### src/rtl/alu_result_stage.sv
// alu_result_stage: execute-stage back end behind the 64-bit ALU.
// - Derives N/Z/C/V from the ALU result and carry-out and commits them to an
//   architectural flags register on accepted ops that request it.
// - Forwards {result, tag} to the memory stage through a 2-entry skid buffer.
//   inReady depends only on registered occupancy (and reset), never on
//   outReady, so downstream stalls never form a combinational ready path.
// Optional build macro: ALU_FLAGS_BYPASS_EN adds the flagsNext output, which
// forwards the flags being committed this cycle to branch resolution.
module alu_result_stage #(
  parameter int WIDTH = 64,
  parameter int TAG_W = 5
) (
  input  logic             clk,
  input  logic             reset,
  input  logic             inValid,
  output logic             inReady,
  input  logic [WIDTH-1:0] aluOut,
  input  logic             cOut,
  input  logic             aMsb,
  input  logic             bMsb,
  input  logic [2:0]       ctrl,
  input  logic             setFlags,
  input  logic [TAG_W-1:0] rdTag,
  input  logic             flush,
  output logic             outValid,
  input  logic             outReady,
  output logic [WIDTH-1:0] outResult,
  output logic [TAG_W-1:0] outTag,
  output logic [3:0]       flags
`ifdef ALU_FLAGS_BYPASS_EN
  ,
  output logic [3:0]       flagsNext
`endif
);

  // Only the arithmetic ops produce carry/overflow; everything else clears them.
  localparam logic [2:0] OP_ADD = 3'b010;
  localparam logic [2:0] OP_SUB = 3'b011;

  // Buffer state: slot 0 is always the oldest entry (the visible head).
  logic [1:0]       count_q, count_d;
  logic [WIDTH-1:0] res_q [2];
  logic [WIDTH-1:0] res_d [2];
  logic [TAG_W-1:0] tag_q [2];
  logic [TAG_W-1:0] tag_d [2];
  logic [3:0]       flags_q, flags_d;

  logic             accept;
  logic             pop;
  logic [3:0]       derived_flags;
  logic             flag_n, flag_z, flag_c, flag_v;
  logic             res_msb;

  // Handshake: ready comes from occupancy only; flush and reset veto transfers.
  assign inReady   = ~reset & (count_q != 2'd2);
  assign outValid  = (count_q != 2'd0);
  assign outResult = res_q[0];
  assign outTag    = tag_q[0];
  assign flags     = flags_q;

  assign accept = inValid & inReady & ~flush & ~reset;
  assign pop    = outValid & outReady & ~flush;

  assign res_msb = aluOut[WIDTH-1];

  // Condition-flag derivation from the current ALU result and operand signs.
  always_comb begin
    flag_n = res_msb;
    flag_z = (aluOut == '0);
    flag_c = 1'b0;
    flag_v = 1'b0;
    case (ctrl)
      OP_ADD: begin
        // Same-sign operands producing a result of the other sign overflow.
        flag_c = cOut;
        flag_v = (aMsb == bMsb) & (res_msb != aMsb);
      end
      OP_SUB: begin
        // cOut is the inverted borrow; overflow needs opposite-sign operands.
        flag_c = cOut;
        flag_v = (aMsb != bMsb) & (res_msb != aMsb);
      end
      default: begin
        flag_c = 1'b0;
        flag_v = 1'b0;
      end
    endcase
    derived_flags = {flag_n, flag_z, flag_c, flag_v};
  end

  // Flags register commits in acceptance order, regardless of downstream pops.
  always_comb begin
    flags_d = flags_q;
    if (accept && setFlags) begin
      flags_d = derived_flags;
    end
  end

`ifdef ALU_FLAGS_BYPASS_EN
  // Same-cycle forward of the value the flags register is about to load.
  always_comb begin
    flagsNext = flags_d;
  end
`endif

  // Skid-buffer next state: shift on pop, append at the tail on accept.
  always_comb begin
    count_d = count_q;
    res_d   = res_q;
    tag_d   = tag_q;
    if (accept && pop) begin
      // Only reachable at count 1: the head leaves and the new entry takes
      // its place, so occupancy and ordering are both unchanged.
      res_d[0] = aluOut;
      tag_d[0] = rdTag;
    end else if (accept) begin
      res_d[count_q[0]] = aluOut;
      tag_d[count_q[0]] = rdTag;
      count_d           = count_q + 2'd1;
    end else if (pop) begin
      res_d[0] = res_q[1];
      tag_d[0] = tag_q[1];
      count_d  = count_q - 2'd1;
    end
    // Flush empties the buffer; stale data may remain but is never valid.
    if (flush) begin
      count_d = 2'd0;
    end
  end

  // State registers with synchronous reset clearing data, count and flags.
  always_ff @(posedge clk) begin
    if (reset) begin
      count_q <= 2'd0;
      flags_q <= 4'b0000;
      for (int i = 0; i < 2; i++) begin
        res_q[i] <= '0;
        tag_q[i] <= '0;
      end
    end else begin
      count_q <= count_d;
      flags_q <= flags_d;
      for (int i = 0; i < 2; i++) begin
        res_q[i] <= res_d[i];
        tag_q[i] <= tag_d[i];
      end
    end
  end

endmodule

### config.mk
export PLATFORM = sky130hd
export DESIGN_NAME = alu_result_stage
export DESIGN_NICKNAME = d
export VERILOG_FILES = /design/src/rtl/alu_result_stage.sv
export SDC_FILE = /design/constraint.sdc
export NUM_CORES = 1
export LEC_CHECK = 0
export CAP_MARGIN = 20
export CORE_MARGIN = 5
export CORE_UTILIZATION = 45
export DETAILED_ROUTE_END_ITERATION = 7
export GPL_ROUTABILITY_DRIVEN = 0
export PLACE_DENSITY = 0.77
export RECOVER_POWER = 25
export SETUP_SLACK_MARGIN = 0.15
export SYNTH_ARGS = -nofsm -noshare
export SYNTH_HDL_FRONTEND = slang
export SYNTH_SLANG_ARGS = --single-unit
### constraint.sdc
create_clock -name clk -period 2.27 [get_ports clk]
set_clock_uncertainty 0.1 [all_clocks]
set_input_delay 0.681 -clock clk [delete_from_list [all_inputs] [get_ports clk]]
set_output_delay 0.681 -clock clk [all_outputs]
set_load 0.005 [all_outputs]
## After elaboration in Yosys (flattened, before gate mapping)

Index checks and enable logic that the tools add are counted.

| word-level totals | value |
|---|---|
| input bits | 81 |
| logic and storage cells | 55 |
| bits in registers | 144 |
| output and inout port bits | 75 |

| cells by class | value |
|---|---|
| equality and inequality tests | 6 |
| $add $sub $neg | 2 |
| reduce and logical (&&, ||, !) cells | 11 |
| bitwise operators | 12 |
| magnitude comparators | 2 |
| mux-type cells | 16 |

Operators with widths:

| operator | number |
|---|---|
| 64-bit two-way mux | 4 |
| 128-bit bitwise mux | 1 |
| 64-bit demux with 1-bit select | 1 |
| 64-bit zero test | 1 |
| 5-bit two-way mux | 4 |
| 10-bit bitwise mux | 1 |
| 1-bit bitwise AND | 8 |
| 3-bit by 2-bit equality test with 1-bit output (second input constant) | 2 |
| 5-bit demux with 1-bit select | 1 |
| 2-bit two-way mux | 2 |
| 2-bit AND reduction | 2 |
| 2-bit nonzero test | 2 |
| 2-bit OR reduction | 2 |
| 1-bit logical AND | 3 |
| 1-bit NOT | 3 |
| 3-bit nonzero test | 1 |
| 2-bit by 1-bit adder with 2-bit output (second input constant) | 1 |
| 2-bit >= comparator (second input constant) | 1 |
| 2-bit by 1-bit less-than comparator with 1-bit output (second input constant) | 1 |
| 1-bit inequality test | 2 |
| 2-bit inequality test (second input constant) | 1 |
| 1-bit NOT with 2-bit output | 1 |
| 1-bit one-hot mux with 2 select lines | 1 |
| 2-bit by 1-bit subtractor with 2-bit output (second input constant) | 1 |
| 2 further kinds | 2 |

## Depth between registers and ports, before layout

| logic depth | value |
|---|---|
| depth in word-level cells | 8 |
| gate-level depth with buffers | 12 |
| mapped depth without buffers | 9 |

## Least setup slack after synthesis

OpenSTA, ideal clock, no wires.

| timing path | value |
|---|---|
| path kind | input to register |
| from | in flush |
| to | reg res_q, in the netlist outResult[0] |
| library setup time | 0.142 ns |
| data required time | 2.028 ns |
| buffers on the path | 2 |
| cell stages on the path | 8 |
| arrival time | 2.180 ns |
| slack | -0.152 ns |
| path through | nor3b_4 > and2_1 > ha_1 > inv_1 > a31oi_1 > buf_2 > buf_1 > a311oi_1 |

| on the way | value |
|---|---|
| word-level cells in the longest chain between the ends | 5 |
| elaborated cells on any way between the ends | 8 |
| those cells by class | mux (2); bitwise (4); reduce/logical (2) |

RTL lines:

| element | RTL line | text |
|---|---|---|
| start, declared | 24 | `input logic flush,` |
| 1-bit NOT * | 61, 62 |  |
| 1-bit bitwise AND (2 in series) | 61 | `assign accept = inValid & inReady & ~flush & ~reset;` |
| 64-bit two-way mux / 1-bit logical AND (equally long branches) | 116, 111 |  |
| 64-bit two-way mux / 3-bit nonzero test (equally long branches) | - |  |
| end signal, assigned by index | 144 | `res_q[i] <= res_d[i];` |
| end, declared | 42 | `logic [WIDTH-1:0] res_q [2];` |

Mark *: on every way between the ends. The rest lies on a longest branch, timed or not.
A chain may end at the register's enable or synchronous reset.

## Worst setup path in the final report

| timing path | value |
|---|---|
| from | in flush |
| to | reg tag_q, in the netlist outTag[4] |

| on the way | value |
|---|---|
| word-level cells in the longest chain between the ends | 5 |
| elaborated cells on any way between the ends | 8 |
| those cells by class | mux (2); bitwise (4); reduce/logical (2) |

RTL lines:

| element | RTL line | text |
|---|---|---|
| 1-bit NOT * | 61, 62 |  |
| 1-bit bitwise AND (2 in series) | 61 |  |
| 5-bit two-way mux / 1-bit logical AND (equally long branches) | 116, 111 |  |
| 5-bit two-way mux / 3-bit nonzero test (equally long branches) | - |  |
| end signal, assigned by index | 145 | `tag_q[i] <= tag_d[i];` |
| end, declared | 44 | `logic [TAG_W-1:0] tag_q [2];` |

Marks and branches as above.

==> run summary <==
The DRC marker count from the first detailed-route iteration came out at 418. The clock tree buffer depth is 2. The cell count after synthesis came out at 824. The switching power as a share of total power is 21.9%. The total clock buffers created by CTS is 17.

Cells with a size suffix above 1 make up 15.8% of the layout. The total count of hold-check failures in the final report came out at 0. The timing-limited maximum frequency came out at 474 MHz. The total DRC errors in the routed layout came out at 0. Setup violations remaining at the end of the flow were counted as 0. The combinational cell fraction of total power is 12.2%. STA classifies the critical path startpoint as an input pin.

The most used flip-flop cell after synthesis is dfxtp_1. The clock network burns 47.4% of the power. Measured against its own limit, the worst slew margin works out to 46.6%. The met2 usage in global routing is 34.9%. After synthesis, the mean cell area works out to 7.71 um2. The final-layout fill cell count is 1169.

The reg2reg setup slack is 0.19 ns. The width of the chip is 129 um. The row count is 43. The via count of the first global-routing pass is 5704. In this run the standard cell core region covers 0.0139 mm2. The sequential-to-total area share from yosys stat came out at 45.4%. The number of buffers inserted by port buffering came out at 155. After global routing, the most crowded layer is met2. Once the floorplan was initialized, standard cells occupied 45.8% of the core.

The commonest cells after synthesis are 280 x nand2_1, 144 x dfxtp_1, 74 x a21oi_1. The share of flip-flops with an asynchronous set or reset after synthesis is 0%. The layout overhead on the synthesized area came out at 44.1%.

Setup repair after global routing could not meet its margin everywhere. The initial antenna violation count came to 0. The post-synthesis instance area is 0.00635 mm2. The clock reaches the later pin of the worst-skew pair after 0.42 ns. The die span in y is 129 um. The half-perimeter wire length of the detailed placement result came out at 11700 um. The measured slew at the worst slew-check pin came out at 0.801 ns.

The net switching power came out at 1440 uW. The worst register-to-register path begins at count_q[1]$_SDFFE_PP0P_. The total instance count after detailed placement came out at 1104. The number of standard cells in the final layout excluding fillers is 1155. The power density of the placed cells came out at 717 mW/mm2.

The post-synthesis net count came out at 908. The clock slew seen by the registers of the worst setup and hold paths came out at 0.06 ns. The post-route antenna net violation count is 0.

The final layout contains routed wiring with a total length of 18800 um. The critical path endpoint category is a register. The fraction of synthesized cell area taken by the top area cell type came out at 45.4%.

The number of ports placed on the die boundary is 156. The CTS tree is done. The data arrival time of the critical path came out at 2.34 ns. The leakage power summed over all cells is 0.00312 uW. The worst setup path is of the input pin to register kind. Cell internal power was estimated by the tool at 5130 uW. The met3 routing resource usage after global routing is 7.14%.

The proportion of power drawn by flip-flops and latches is 40.4%. The worst-case IR drop observed on VDD is 488 uV. The final critical-path required period came out at 2.11 ns. In this run the critical register-to-register path is captured at outTag[4]$_SDFFE_PP0P_. The post-route setup TNS is 0 ns. The die covers 0.0166 mm2. By area the synthesized netlist is led by dfxtp_1 45%, nand2_1 17%, a311oi_1 9.5%. By instance count, the leading cell after synthesis is nand2_1.

The tightest min-delay check is of the register to register type. The largest net degree at the start of global routing came out at 77. CTS placed an instance of clkbuf_16 at the clock tree root.

The count of max-cap constraint violations is 0. The worst path required time came out at 2.50 ns. The first global-routing pass estimated 28600 um of wire.

In the routed layout, each cell is associated on average with a via count of 5.29. The number of distinct library cell variants in the gate-level netlist after synthesis came out at 31. The run finished with clean final reports. Along the worst path, the maximum fanout reaches 15. Yosys printed 0 warnings. The number of search-and-repair iterations in the first detailed-routing pass is 7. In this run the worst setup path begins at flush.

The cell area reported after detailed placement is 0.00810 mm2. The summed area of non-filler cells in the final layout is 0.00916 mm2. The count of H-tree levels built during CTS is 4. Dividing the detail-routed wire length by the instance count gives 16.2 um. The logic depth of the worst register-to-register path came out at 10. The vias after detailed routing came out at 6108. The max-slew violation count came to 0. The synthesized flop and latch total came out at 144.

The design draws 6570 uW. The share of the clock period used by the worst path after layout is 92.9%. The critical path ends at outTag[4]$_SDFFE_PP0P_. The number of enable flip-flop cells after synthesis is 0. The met1 usage came out at 26.9%. The clock drives 144 sinks. Of all cell types, the one taking the most synthesized area is dfxtp_1. The sum of overflow across all layers after global routing came out at 0. Across every metal layer, demand over resource in global routing totals 21.6%.

The number of diodes came out at 0. The final net count is 1046.
## worst max-delay path: stages
cell      delay (ns)
clkbuf_1        0.12
nor3b_4         0.22
and2_4          0.20
ha_4            0.13
inv_1           0.06
a31oi_4         0.27
buf_6           0.21
buf_12          0.15
nor2_1          0.04
a311oi_1        0.23
## kinds of logic after synthesis
group,after synthesis,share of synthesized area (%)
buffers and inverters,137,12.9
xor gates and xnor gates,2,0.276
adders and majority gates,3,0.591
and+or+nand+nor,388,24.6
muxes,3,0.473
AOI/OAI and AO/OA,147,15.8
DFF,144,45.4
## cells in the final DEF (no fill, tap or decap), drive strengths merged, types with 14 or more instances in the layout
| cell | synthesis | final |
|---|---|---|
| nand2 | 280 | 280 |
| dfxtp | 144 | 144 |
| clkdlybuf4s50 | 0 | 133 |
| buf | 96 | 89 |
| a21oi | 75 | 75 |
| nor2 | 72 | 72 |
| a311oi | 69 | 69 |
| clkbuf | 35 | 34 |
| nor4 | 15 | 15 |
| clkdlybuf4s25 | 0 | 14 |
## layout make-up
type	count	area (um2)	share of cell area [%]
multi-input cells	543	2770	30.2
inverters	6	22.5	0.246
clock inverters	10	180	1.97
repair buffers	250	2590	28.2
clock buffers	22	484	5.29
flip-flops and latches	144	2900	31.6
well taps	180	225	2.46
## power by group through the flow
stage | Clock, uW | Combinational, uW | Sequential [uW]
2_1_floorplan | 0 | 357 | 2690
3_3_place_gp | 0 | 715 | 2710
3_5_place_dp | 0 | 723 | 2710
4_1_cts | 3150 | 754 | 2650
5_1_grt | 3280 | 862 | 2660
6_report | 3110 | 804 | 2650
## per-layer routing
metal  share of wire, %  up-vias
met5                  0        -
met4                2.8        0
met3                7.6       38
met2                 48      225
met1                 42     2853
li1                   -     2992
## sequential cells by signal, summed over array words and instances (netlist names)
signal / flops
res_q: 64
tag_q: 5
flags: 4
count_q: 2
outTag: 5
outResult: 64
## timing repair
action	4_1_cts	5_1_grt
gates resized for setup	20	44
gates cloned	3	8
hold buffers	0	0
pin swaps	7	18
setup buffers	1	7
endpoints found under the hold margin	0	0
setup endpoints to repair	125	91
## worst min path at each step
| stage | startpoint | slack, ns | to | cells past startpoint |
|---|---|---|---|---|
| 2_1_floorplan | res_q[0]$_SDFFE_PP0P_ | 0.34 | res_q[0]$_SDFFE_PP0P_ | 2 |
| 4_1_cts | res_q[5]$_SDFFE_PP0P_ | 0.35 | res_q[5]$_SDFFE_PP0P_ | 2 |
| 5_1_grt | res_q[57]$_SDFFE_PP0P_ | 0.37 | res_q[57]$_SDFFE_PP0P_ | 2 |
| 3_5_place_dp | res_q[46]$_SDFFE_PP0P_ | 0.35 | res_q[46]$_SDFFE_PP0P_ | 2 |
| 3_3_place_gp | flags[1]$_SDFFE_PP0P_ | 0.34 | flags[1]$_SDFFE_PP0P_ | 2 |
| 6_report | res_q[31]$_SDFFE_PP0P_ | 0.35 | res_q[31]$_SDFFE_PP0P_ | 2 |
## per-stage QoR
| step | setup slack [ns] | util, % | hold slack [ns] |
|---|---|---|---|
| final | 0.161 | 66.0 | 0.353 |
| after global placement | -0.461 | 58.3 | 0.339 |
| after CTS | 0.145 | 64.0 | 0.354 |
| after floorplan | -0.0281 | - | 0.337 |
| after detailed placement | -0.577 | 58.3 | 0.347 |
| after global routing | 0.0830 | 66.0 | 0.366 |
No activity file was read; power rests on OpenSTA's default activity.
